## config.mk

```make
export PLATFORM = sky130hd
export DESIGN_NAME = uc_multiciclo
export DESIGN_NICKNAME = d
export VERILOG_FILES = /design/src/rtl/uc_pkg.sv /design/src/rtl/uc_decoder.sv /design/src/rtl/uc_multiciclo.sv
export SDC_FILE = /design/constraint.sdc
export NUM_CORES = 1
export LEC_CHECK = 0
export CAP_MARGIN = 15
export CORE_MARGIN = 10
export CORE_UTILIZATION = 24
export CTS_BUF_LIST = sky130_fd_sc_hd__clkbuf_8 sky130_fd_sc_hd__clkbuf_16
export CTS_CLUSTER_DIAMETER = 100
export DETAILED_ROUTE_END_ITERATION = 10
export GPL_ROUTABILITY_DRIVEN = 0
export HOLD_SLACK_MARGIN = 0.05
export SYNTH_ARGS = -nofsm -noshare
export SYNTH_HDL_FRONTEND = slang
export SYNTH_HIERARCHICAL = 1
export SYNTH_SLANG_ARGS = --single-unit
```

## constraint.sdc

```tcl
create_clock -name clk -period 1.1 [get_ports clk]
set_input_delay 0.165 -clock clk [delete_from_list [all_inputs] [get_ports clk]]
set_output_delay 0.165 -clock clk [all_outputs]
set_load 0.05 [all_outputs]
```

## src/rtl/uc_pkg.sv

```systemverilog
// Shared types and encodings for the multi-cycle control unit and its decoder.
package uc_pkg;

   typedef enum logic [2:0] {
      ST_IDLE   = 3'd0,
      ST_FETCH  = 3'd1,
      ST_DECODE = 3'd2,
      ST_EXEC   = 3'd3,
      ST_WB     = 3'd4,
      ST_HALT   = 3'd5
   } state_e;

   // CLS_ILLEGAL is the all-zero encoding so a cleared class register reads as illegal
   typedef enum logic [2:0] {
      CLS_ILLEGAL = 3'd0,
      CLS_LOAD    = 3'd1,
      CLS_STORE   = 3'd2,
      CLS_OPIMM   = 3'd3,
      CLS_OP      = 3'd4,
      CLS_BRANCH  = 3'd5
   } class_e;

   localparam logic [6:0] OPC_LOAD   = 7'b0000011;
   localparam logic [6:0] OPC_STORE  = 7'b0100011;
   localparam logic [6:0] OPC_OPIMM  = 7'b0010011;
   localparam logic [6:0] OPC_OP     = 7'b0110011;
   localparam logic [6:0] OPC_BRANCH = 7'b1100011;

   localparam logic [1:0] OPM_REG = 2'd0;
   localparam logic [1:0] OPM_MEM = 2'd1;
   localparam logic [1:0] OPM_IMM = 2'd2;

   localparam logic [2:0] SEL_NOBR = 3'd7;

   function automatic logic is_branch_f3(input logic [2:0] f3);
      return (f3 == 3'd0) || (f3 == 3'd1) || (f3 == 3'd4) || (f3 == 3'd5);
   endfunction

endpackage

```

## src/rtl/uc_decoder.sv

```systemverilog
// Combinational decode of opcode/funct3/funct7_5 into instruction class and sub-op.
module uc_decoder
   import uc_pkg::*;
#(
   parameter int OPCODE_W = 7
) (
   input  logic [OPCODE_W-1:0] opcode,
   input  logic [2:0]          funct3,
   input  logic                funct7_5,
   output class_e              cls_o,
   output logic [2:0]          br_sel_o,
   output logic                sub_o
);

   always_comb begin
      cls_o    = CLS_ILLEGAL;
      br_sel_o = SEL_NOBR;
      sub_o    = 1'b0;
      if (opcode == OPCODE_W'(OPC_LOAD) && funct3 == 3'd3) begin
         cls_o = CLS_LOAD;
      end else if (opcode == OPCODE_W'(OPC_STORE) && funct3 == 3'd3) begin
         cls_o = CLS_STORE;
      end else if (opcode == OPCODE_W'(OPC_OPIMM) && funct3 == 3'd0) begin
         cls_o = CLS_OPIMM;
      end else if (opcode == OPCODE_W'(OPC_OP) && funct3 == 3'd0) begin
         cls_o = CLS_OP;
         sub_o = funct7_5;
      end else if (opcode == OPCODE_W'(OPC_BRANCH) && is_branch_f3(funct3)) begin
         cls_o    = CLS_BRANCH;
         br_sel_o = funct3;
      end
   end

endmodule

```

## src/rtl/uc_multiciclo.sv

```systemverilog
// Multi-cycle sequencer for the Instruction_FD datapath (ld, sd, addi, add/sub, branches).
// Optional: define UC_HALT_ON_ILLEGAL_EN to stop in HALT on an illegal instruction.
module uc_multiciclo
   import uc_pkg::*;
#(
   parameter int OPCODE_W = 7,
   parameter int STATE_W  = 3
) (
   input  logic                clk,
   input  logic                reset,
   input  logic [OPCODE_W-1:0] opcode,
   input  logic [2:0]          funct3,
   input  logic                funct7_5,
   output logic                WE_mem,
   output logic                WE_reg,
   output logic [1:0]          OP_MEM_I,
   output logic                ADD_SUB,
   output logic                PC_load,
   output logic                IR_load,
   output logic [2:0]          select_flags,
   output logic                halted,
   output logic [STATE_W-1:0]  state_o
);

   state_e     state_q, state_d;
   class_e     cls_q, cls_d;
   logic [2:0] sel_q, sel_d;
   logic       sub_q, sub_d;

   class_e     dec_cls;
   logic [2:0] dec_sel;
   logic       dec_sub;

   uc_decoder #(.OPCODE_W(OPCODE_W)) u_decoder (
      .opcode   (opcode),
      .funct3   (funct3),
      .funct7_5 (funct7_5),
      .cls_o    (dec_cls),
      .br_sel_o (dec_sel),
      .sub_o    (dec_sub)
   );

   always_ff @(posedge clk) begin
      if (reset) begin
         state_q <= ST_IDLE;
         cls_q   <= CLS_ILLEGAL;
         sel_q   <= SEL_NOBR;
         sub_q   <= 1'b0;
      end else begin
         state_q <= state_d;
         cls_q   <= cls_d;
         sel_q   <= sel_d;
         sub_q   <= sub_d;
      end
   end

   always_comb begin
      state_d      = state_q;
      cls_d        = cls_q;
      sel_d        = sel_q;
      sub_d        = sub_q;
      WE_mem       = 1'b0;
      WE_reg       = 1'b0;
      OP_MEM_I     = OPM_REG;
      ADD_SUB      = 1'b0;
      PC_load      = 1'b0;
      IR_load      = 1'b0;
      select_flags = SEL_NOBR;

      case (state_q)
         ST_IDLE:  state_d = ST_FETCH;
         ST_FETCH: begin
            IR_load = 1'b1;
            state_d = ST_DECODE;
         end
         ST_DECODE: begin
            // Capture the IR-derived fields here so EXEC/WB ignore later IR changes
            cls_d = dec_cls;
            sel_d = dec_sel;
            sub_d = dec_sub;
`ifdef UC_HALT_ON_ILLEGAL_EN
            state_d = (dec_cls == CLS_ILLEGAL) ? ST_HALT : ST_EXEC;
`else
            state_d = ST_EXEC;
`endif
         end
         ST_EXEC: begin
            state_d = (cls_q == CLS_LOAD) ? ST_WB : ST_FETCH;
            case (cls_q)
               CLS_LOAD: OP_MEM_I = OPM_MEM;
               CLS_STORE: begin
                  OP_MEM_I = OPM_MEM;
                  WE_mem   = 1'b1;
                  PC_load  = 1'b1;
               end
               CLS_OPIMM: begin
                  OP_MEM_I = OPM_IMM;
                  WE_reg   = 1'b1;
                  PC_load  = 1'b1;
               end
               CLS_OP: begin
                  OP_MEM_I = OPM_REG;
                  WE_reg   = 1'b1;
                  ADD_SUB  = sub_q;
                  PC_load  = 1'b1;
               end
               CLS_BRANCH: begin
                  ADD_SUB      = 1'b1;
                  select_flags = sel_q;
                  PC_load      = 1'b1;
               end
               default: PC_load = 1'b1;
            endcase
         end
         ST_WB: begin
            OP_MEM_I = OPM_MEM;
            WE_reg   = 1'b1;
            PC_load  = 1'b1;
            state_d  = ST_FETCH;
         end
         ST_HALT:  state_d = ST_HALT;
         default:  state_d = ST_IDLE;
      endcase
   end

`ifdef UC_HALT_ON_ILLEGAL_EN
   assign halted = (state_q == ST_HALT);
`else
   assign halted = 1'b0;
`endif

   assign state_o = STATE_W'(state_q);

endmodule

```

* Word-level counts from Yosys, hierarchy flattened
Cells that the tools add are included.
** Word-level totals
- Flip-flop bits (word level) :: 10
- Logic and storage cells :: 65
- Input bits :: 13
- Output and inout bits :: 14
** Operators by class
- Reduce and logical (&&, ||, !) cells :: 13
- Eq/ne operators :: 19
- Multiplexer cells :: 29
** Operator list (number)
- $mux W3 :: 13
- $eq A3 B3 Y1 const B :: 6
- $eq A3 B2 Y1 const B :: 5
- $pmux W3 S5 :: 1
- $eq A7 B6 Y1 const B :: 2
- $mux W1 :: 10
- $eq A3 B1 Y1 const B :: 3
- $pmux W2 S2 :: 2
- $eq A7 B2 Y1 const B :: 1
- $eq A7 B5 Y1 const B :: 1
- $eq A7 B7 Y1 const B :: 1
- $logic_not A3 Y1 :: 2
- $pmux W1 S2 :: 3
- $reduce_or A2 Y1 :: 3
- $logic_and A1 B1 Y1 :: 5
- $logic_or A1 B1 Y1 :: 3

* Longest topological paths before layout
Gate-level depths: netlist (run 1).
- Word-level depth :: 10
- Depth in mapped cells :: 5
- Gate-level depth less buffers :: 5

* Cells and area by module
Netlist (run 1), hierarchy kept.
** Modules (own cells, without submodules)
- uc_multiciclo :: seq. area each 200.2 um^2, instances 1, cells an instance 59, area an instance 531.8 um^2
- uc_decoder :: seq. area each 0.0 um^2, instances 1, cells an instance 18, area an instance 120.1 um^2

* Worst setup path before layout (run 1)
OpenSTA, ideal clock, no wires.
- Kind :: flip-flop to output port
- Start :: register state_q[0] (netlist: state_o[0])
- End :: output WE_mem
- Data arrival time :: 2.755 ns
- Required time :: 0.935 ns
- Stages on the path, launching flop included :: 4
- Setup slack :: -1.820 ns
- Cell sequence :: dfxtp_1 buf_2 nand3b_1 nor4b_1
** Between the ends
- Word-level cells in the longest chain between the ends :: 2
** Ends and longest elaborated chain
- start: declaration :: RTL line uc_multiciclo.sv:25 : state_e state_q, state_d;
- start signal: assignment :: RTL line uc_multiciclo.sv:50 : state_q <= state_d;
- $eq A3 B2 Y1 :: RTL line uc_multiciclo.sv:70 : case (state_q)
- $mux W1 :: RTL line uc_multiciclo.sv:70
- end: declaration :: RTL line uc_multiciclo.sv:14 : output logic WE_mem,
No other way between the ends.

* Worst setup path in the final report (run 1)
- Start :: register state_q[2] (netlist: state_o[2])
- End :: output select_flags[0]
** Between the ends
- Word-level cells in the longest chain between the ends :: 2
** Ends and longest elaborated chain
- $eq A3 B2 Y1 :: RTL line uc_multiciclo.sv:70
- $mux W3 :: RTL line uc_multiciclo.sv:70
- end: declaration :: RTL line uc_multiciclo.sv:20 : output logic [2:0] select_flags,
No other way between the ends.

==> impl_metrics.yaml, run 1 <==
outcome:
  outcome: "finished with violations"
  violations: "setup timing"
cells_and_area:
  antenna_cells: 0
  fillCellCount: 216
  syn_to_final_growth_pct: 138.2
  multi_input_area_um2: 588.1
  final_nets: 149
  fin_area_mm2: 0.001553
  final_cell_mix: "buf_4 (22), buf_6 (15), nor2_1 (10), buf_12 (10), dlygate4sd2_1 (6)"
  fin_cells: 165
  layout_commonest_cell: "buf_4"
  drive_gt1_share_pct: 57.78
  regArea_um2: 214.0
  utilization_pct: 61.01
logic_synthesis:
  synthDistinctLibCells: 34
  synth_top_cell_by_area: "dfxtp_1"
  seq_area_frac_synth_pct: 30.71
  syn_area_um2: 651.9
  ys_ff_latch: 10
  synth.net_count: 90
  ys.flop_type: "dfxtp_1"
  synthArstFlopShare_pct: 0
  postSynthAreaPerCell_um2: 8.466
  synth_top_cells_by_area: "dfxtp_1 (31%), nor2_1 (6.9%), mux2i_1 (6.1%)"
  synth_top_area_share_pct: 30.71
  yosysWarnings: 6
  synth_edf_count: 0
  synth_cells: 77
route:
  drtIter0Drc: 15
  drc: 0
  num_vias: 773
  wire_per_inst_um: 13.82
  vias_per_cell: 4.685
  antenna_left: 0
  wirelength_um: 2280
  drt-pass1-iter-count: 4
floorplan:
  dieWidth_um: 72.12
  fp.dieArea_mm2: 0.005201
  initial_core_util_pct: 25.61
  die_height_um: 72.12
  ioPinCount: 27
  core_mm2: 0.002545
  rows: 18
setup_path:
  critical_path_class: "reg2out"
  crit_fanout: 3
  worst-path-buf-inv: 2
  cpLargestDelayFamily: "simple AND/OR/NAND/NOR gates"
  cpPeakStageDelay_ns: 0.37
  critPathRequiredTime_ns: 0.94
  worst_setup_path_start_kind: "register"
  endpoint_kind: "output port"
  path_cells: "nand3b_1 > buf_4 > or3_4 > buf_6"
  cpMaxStageDelayCell: "or3_4"
  cp.arrival_ns: 1.46
clocking:
  insertion_delay_ns: 0.23
  clock-sinks: 10
  cts.clk_slew.worst_paths_ns: 0.05
  cts_root_buffer: "clkbuf_8"
  htree_levels: 1
  cts-buffers-inserted: 3
  hold_buffers: 0
  clock_path_buffers: 2
  cts_tree: "done"
grt:
  grt_pass1_vias: 835
  antenna_found_initial: 0
  track_usage_pct: 8.706
  overflow: 0
  grt_pass1_wl_um: 3843
  grt_max_degree: 8
place:
  dpl_cell_area_mm2: 0.001267
  port_buffers: 25
  dp_slack_ns: -0.4982
  dp_hpwl_um: 1632
  dp.cells: 150
sta:
  finalSetupViolCount: 22
  fmax_mhz: 615.6
  setup_ws_ns: -0.5244
  clock_skew_ns: 0.003594
  slew_violations: 0
  fin_crit_ns: 1.624
  finalCritPeriodShare_pct: 147.7
  rsz0062_at_grt: "true"
  finalHoldViolCount: 0
  hold-worst-slack_ns: 0.4832
pwr:
  p_clk_share_pct: 32.2
  p_leak_nw: 0.6166
  switching_power_mw: 0.3183
  combPwrFrac_pct: 34.7
  intPower_mw: 0.8465
  p_seq_share_pct: 33.1
  ir_drop_uv: 511.2
  swShare_pct: 27.33
  p_per_area_mw_per_mm2: 750.1
worst_hold_path:
  hp-class: "in2reg"
run:
  maxCapViolations: 0
==> worst paths after layout <==
kind	from	cells past startpoint	endpoint	slack [ns]
setup / recovery	state_o[2]	4	select_flags[0]	-0.52
hold / removal	funct3[1]	4	sel_q[2]	0.48
setup reg to reg	state_o[1]	7	sel_q[1]	-0.34
hold reg to reg	sub_q	2	sub_q	0.50
==> logic make-up (layout without fill, tap and decap cells) <==
logic type | after synthesis | after routing | share of synthesized area (%)
AOI/OAI and AO/OA | 13 | 13 | 14.59
and+or+nand+nor | 41 | 41 | 40.50
buffers and inverters | 7 | 65 | 6.141
xor gates and xnor gates | 1 | 1 | 1.344
other | 1 | 1 | 0.5753
DFF | 10 | 10 | 30.71
muxes | 4 | 4 | 6.142
==> layout make-up <==
| class | count | area share [%] |
|---|---|---|
| clock buffers | 3 | 2.659 |
| well taps | 30 | 2.417 |
| inverters | 1 | 0.2417 |
| clock inverters | 1 | 0.2417 |
| flip-flops and latches | 10 | 13.78 |
| repair buffers | 60 | 42.79 |
| multi-input cells | 60 | 37.87 |
==> per-stage QoR <==
stage	TNS, ns	power [mW]
global route	-8.545	1.222
finish	-7.188	1.165
detailed placement	-5.189	0.6956
floorplan	-7.987	0.5469
CTS	-5.722	1.124
global placement	-4.783	0.6910
==> Yosys cell counts (2+ instances only) <==
cell type / count
nor2b_1: 3
buf_2: 2
a31oi_1: 2
nand2b_1: 4
nor4b_1: 2
o21ai_0: 2
nor3b_1: 2
or2_1: 2
nor2_1: 12
o22ai_1: 2
mux2i_1: 4
nand2_1: 2
nor3_1: 2
a211o_1: 3
or3_1: 3
dfxtp_1: 10
nand3b_1: 3
==> state kept, by name, summed over array words and instances, names as in the netlist <==
register  count
cls_q         3
sel_q         3
state_o       3
sub_q         1
==> power by group through the flow <==
stage          Clock, mW  Combinational (mW)  Sequential, mW
2_1_floorplan          0               0.128           0.419
3_3_place_gp           0               0.300           0.391
3_5_place_dp           0               0.303           0.392
4_1_cts            0.382               0.355           0.387
5_1_grt            0.405               0.430           0.387
6_report           0.374               0.404           0.386
==> layer usage <==
layer / global-route usage (%) / part of all wire (%)
met1: 9.535 / 40
met2: 15.35 / 52
met3: 3.810 / 8.1
met4: 1.290 / 0.22
met5: 0 / 0
==> timing repair <==
item,in CTS,in global routing
pin swaps,9,7
gates cloned,1,0
resized for setup,32,19
setup endpoints to repair,22,22
setup buffers,5,8
==> worst register-to-register path, stage by stage, from the launching register on <==
cell and delay [ns]:
dfxtp_4 0.34, buf_6 0.11, buf_6 0.12, buf_6 0.10
nor3b_4 0.15, buf_6 0.12, buf_6 0.12, a211o_1 0.27
No activity file was read; power rests on OpenSTA's default activity.
==> run 2: changes to the inputs <==
- CORE_ASPECT_RATIO: default -> 0.8
==> run 2 against run 1 <==
The run still ends with setup timing left; clock power grew 1%; die area grew 0.26%; register-to-register slack gained 0.14 ns; critical path type unchanged.
==> impl_metrics.yaml, run 2 (synthesis results as in run 1) <==
route:
  drtIter0Drc: 55
  wire_per_inst_um: 13.72
  antenna_left: 0
  num_vias: 773
  wirelength_um: 2319
  vias_per_cell: 4.574
  drc: 0
  drt-pass1-iter-count: 3
setup_path:
  endpoint_kind: "output port"
  cp.arrival_ns: 1.46
  r2r_setup_slack_ns: -0.20
  crit_fanout: 3
  critPathRequiredTime_ns: 0.94
  critical_path_class: "reg2out"
  worst_setup_path_start_kind: "register"
place:
  port_buffers: 25
  dp.cells: 159
  dp_hpwl_um: 1754
  dp_slack_ns: -0.5264
sta:
  rsz0062_at_grt: "true"
  finalCritPeriodShare_pct: 147.8
  finalSetupViolCount: 20
  setup_ws_ns: -0.5257
  fmax_mhz: 615.1
  finalHoldViolCount: 0
  clock_skew_ns: 0.003158
  fin_crit_ns: 1.626
  slew_violations: 0
  setup_tns_ns: -5.588
grt:
  overflow: 0
  grt_max_degree: 9
  gr-usage-met3_pct: 2.547
  grt_pass1_vias: 794
  grtUsageMet2_pct: 15.78
  track_usage_pct: 8.826
  grt_pass1_wl_um: 3739
  antenna_found_initial: 0
  grtUsageMet1_pct: 9.752
  busiest_layer: "met2"
floorplan:
  core_mm2: 0.002522
  initial_core_util_pct: 25.84
  ioPinCount: 27
  die_height_um: 66.62
  dieWidth_um: 78.27
  rows: 16
  fp.dieArea_mm2: 0.005214
pwr:
  p_per_area_mw_per_mm2: 742.2
  ir_drop_uv: 479.0
  p_leak_nw: 0.5985
outcome:
  outcome: "finished with violations"
  violations: "setup timing"
cells_and_area:
  final_cell_mix: "buf_4 (25), nor2_1 (11), buf_12 (10), buf_6 (10), dlygate4sd2_1 (6)"
  layout_commonest_cell: "buf_4"
  fin_cells: 169
  drive_gt1_share_pct: 57.14
  syn_to_final_growth_pct: 131.7
  final_nets: 147
  fillCellCount: 224
  antenna_cells: 0
  utilization_pct: 59.87
clocking:
  clock-sinks: 10
  cts_root_buffer: "clkbuf_8"
  cts-buffers-inserted: 3
  clock_path_buffers: 2
  hold_buffers: 0
  insertion_delay_ns: 0.23
  htree_levels: 1
  cts_tree: "done"
  cts.clk_slew.worst_paths_ns: 0.05
run:
  maxCapViolations: 0
worst_hold_path:
  hp-class: "reg2reg"
[run 2: layout make-up]
| class | instances | area, um2 | share of cell area, % |
|---|---|---|---|
| Clock inverter | 1 | 3.754 | 0.2485 |
| Sequential cell | 10 | 217.7 | 14.42 |
| Tap cell | 36 | 45.04 | 2.983 |
| Clock buffer | 3 | 41.29 | 2.734 |
| Multi-Input combinational cell | 60 | 570.5 | 37.78 |
| Timing Repair Buffer | 58 | 628.1 | 41.59 |
| Inverter | 1 | 3.754 | 0.2485 |
[run 2: path summary, 6_finish.rpt]
kind / startpoint / to / cells past startpoint
worst max-delay path: state_o[2] / select_flags[1] / 4
worst min register to register: sub_q / sub_q / 2
worst min-delay path: sub_q / sub_q / 2
worst max register to register: state_o[2] / sel_q[0] / 5
[run 2: metal layers]
layer  up-vias  routed length, um
li1        395                  -
met1       363                989
met2        13               1223
met3         2                 81
met4         0                 24
met5         -                  0
[run 2: worst max-delay path, cell delays in order, from the launching register on]
cell and delay, ns:
dfxtp_2 0.31, nand3b_1 0.21, buf_4 0.18, or3_4 0.37
buf_6 0.16
[run 2: what timing repair did]
action,in CTS,in global routing
buffers inserted,4,4
pin swaps,8,6
gates resized for setup,32,9
setup endpoints to repair,20,22
[run 2: power breakdown]
part           leakage, nW  total, mW  switching, mW  internal [mW]
Sequential          0.0853      0.384        0.00946          0.374
Combinational        0.486      0.358          0.162          0.196
Clock               0.0269      0.379          0.136          0.244
Total                0.598       1.12          0.307          0.814
[run 2: metrics by stage]
step / total power, mW / instance area [um2] / hold slack (ns)
floorplan: 0.5469 / 749.5 / 0.3667
global placement: 0.6894 / 1297 / 0.4865
detailed placement: 0.6949 / 1297 / 0.4878
CTS: 1.112 / 1456 / 0.5040
global route: 1.182 / 1510 / 0.5834
finish: 1.121 / 1510 / 0.5051
==> run 3: changes to the inputs <==
- SKIP_CTS_REPAIR_TIMING: default -> 1
==> run 3 against run 2 <==
Fmax is 2.7% higher; first-iteration DRC count grew 20%; the run still ends with setup timing left; die area is the same.
==> impl_metrics.yaml, run 3 (synthesis results as in run 1) <==
route:
  vias_per_cell: 4.708
  drt-pass1-iter-count: 4
  drtIter0Drc: 66
  drc: 0
  antenna_left: 0
  wirelength_um: 2501
  num_vias: 805
  wire_per_inst_um: 14.63
setup_path:
  ff2ff_path_depth: 5
  r2r_setup_slack_ns: -0.21
  critical_path_class: "reg2out"
  critPathRequiredTime_ns: 0.94
  worst_setup_path_start_kind: "register"
  reg2reg_to: "sel_q[0]"
  cp.arrival_ns: 1.42
  crit_fanout: 3
  endpoint_kind: "output port"
  rr_startpoint: "state_o[0]"
worst_hold_path:
  holdPathStages: 2
  hold_start: "sub_q"
  hp-class: "reg2reg"
  whs_endpoint: "sub_q"
clocking:
  htree_levels: 1
  insertion_delay_ns: 0.23
  clock_path_buffers: 2
  cts_tree: "done"
  clock-sinks: 10
  cts-buffers-inserted: 3
  cts.clk_slew.worst_paths_ns: 0.05
  cts_root_buffer: "clkbuf_8"
outcome:
  violations: "setup timing"
  outcome: "finished with violations"
sta:
  rsz0062_at_grt: "true"
  setup_ws_ns: -0.4826
  fmax_mhz: 631.9
  finalHoldViolCount: 0
  slew_violations: 0
  clock_skew_ns: 0.001315
  setup_tns_ns: -5.466
  finalCritPeriodShare_pct: 143.9
  fin_crit_ns: 1.583
  finalSetupViolCount: 20
  hold-worst-slack_ns: 0.5031
floorplan:
  fp.dieArea_mm2: 0.005214
  initial_core_util_pct: 25.84
  rows: 16
  die_height_um: 66.62
  dieWidth_um: 78.27
  core_mm2: 0.002522
  ioPinCount: 27
cells_and_area:
  final_cell_mix: "buf_4 (24), buf_6 (13), nor2_1 (11), buf_12 (11)"
  drive_gt1_share_pct: 58.52
  antenna_cells: 0
  layout_commonest_cell: "buf_4"
  final_nets: 149
  utilization_pct: 62.65
  fin_cells: 171
  syn_to_final_growth_pct: 142.4
grt:
  grt_pass1_vias: 736
  overflow: 0
  grt_max_degree: 9
  grt_pass1_wl_um: 3381
  track_usage_pct: 7.936
  antenna_found_initial: 0
pwr:
  ir_drop_uv: 454.3
  p_leak_nw: 0.6590
  p_per_area_mw_per_mm2: 721.4
run:
  maxCapViolations: 0
place:
  dp_hpwl_um: 1754
  dp.cells: 159
  port_buffers: 25
[run 3: metal layers]
| layer | vias to the layer above | wire, um | track usage, % |
|---|---|---|---|
| li1 | 397 | - | - |
| met1 | 375 | 998 | 8.546 |
| met2 | 27 | 1329 | 14.14 |
| met3 | 6 | 105 | 2.547 |
| met4 | 0 | 68 | 3.348 |
| met5 | - | 0 | 0 |
[run 3: layout make-up]
class / instances / area [um2]
clock inverter: 1 / 3.754
inverter: 1 / 3.754
clock buffer: 3 / 41.29
timing repair buffer: 60 / 681.9
sequential: 10 / 220.2
fill: 206 / 942.2
tap: 36 / 45.04
multi-input combinational: 60 / 584.3
[run 3: worst max-delay path by stage]
stage,endpoint,slack (ns),cells past startpoint,startpoint
after floorplan,OP_MEM_I[1],-0.81,3,state_o[0]
after global routing,select_flags[0],-0.52,4,state_o[2]
after global placement,sel_q[2],-0.47,5,opcode[2]
after detailed placement,sel_q[0],-0.53,5,opcode[3]
after CTS,OP_MEM_I[1],-0.52,4,state_o[2]
final,select_flags[0],-0.48,4,state_o[2]
[run 3: through the flow]
| step | setup slack [ns] | area, um2 | power [mW] |
|---|---|---|---|
| final | -0.4826 | 1580 | 1.140 |
| after global routing | -0.5217 | 1580 | 1.198 |
| after CTS | -0.5158 | 1343 | 1.080 |
| after detailed placement | -0.5264 | 1297 | 0.6949 |
| after global placement | -0.4705 | 1297 | 0.6894 |
| after floorplan | -0.8112 | 749.5 | 0.5469 |
[run 3: worst max-delay path, stage by stage (launching register included)]
cell	delay [ns]
dfxtp_2	0.31
nand3b_1	0.18
buf_4	0.16
or3_1	0.36
buf_6	0.17
[run 3: where the power goes]
part / switching [mW] / internal [mW]
sequential: 0.00932 / 0.372
combinational: 0.167 / 0.210
clock: 0.138 / 0.244
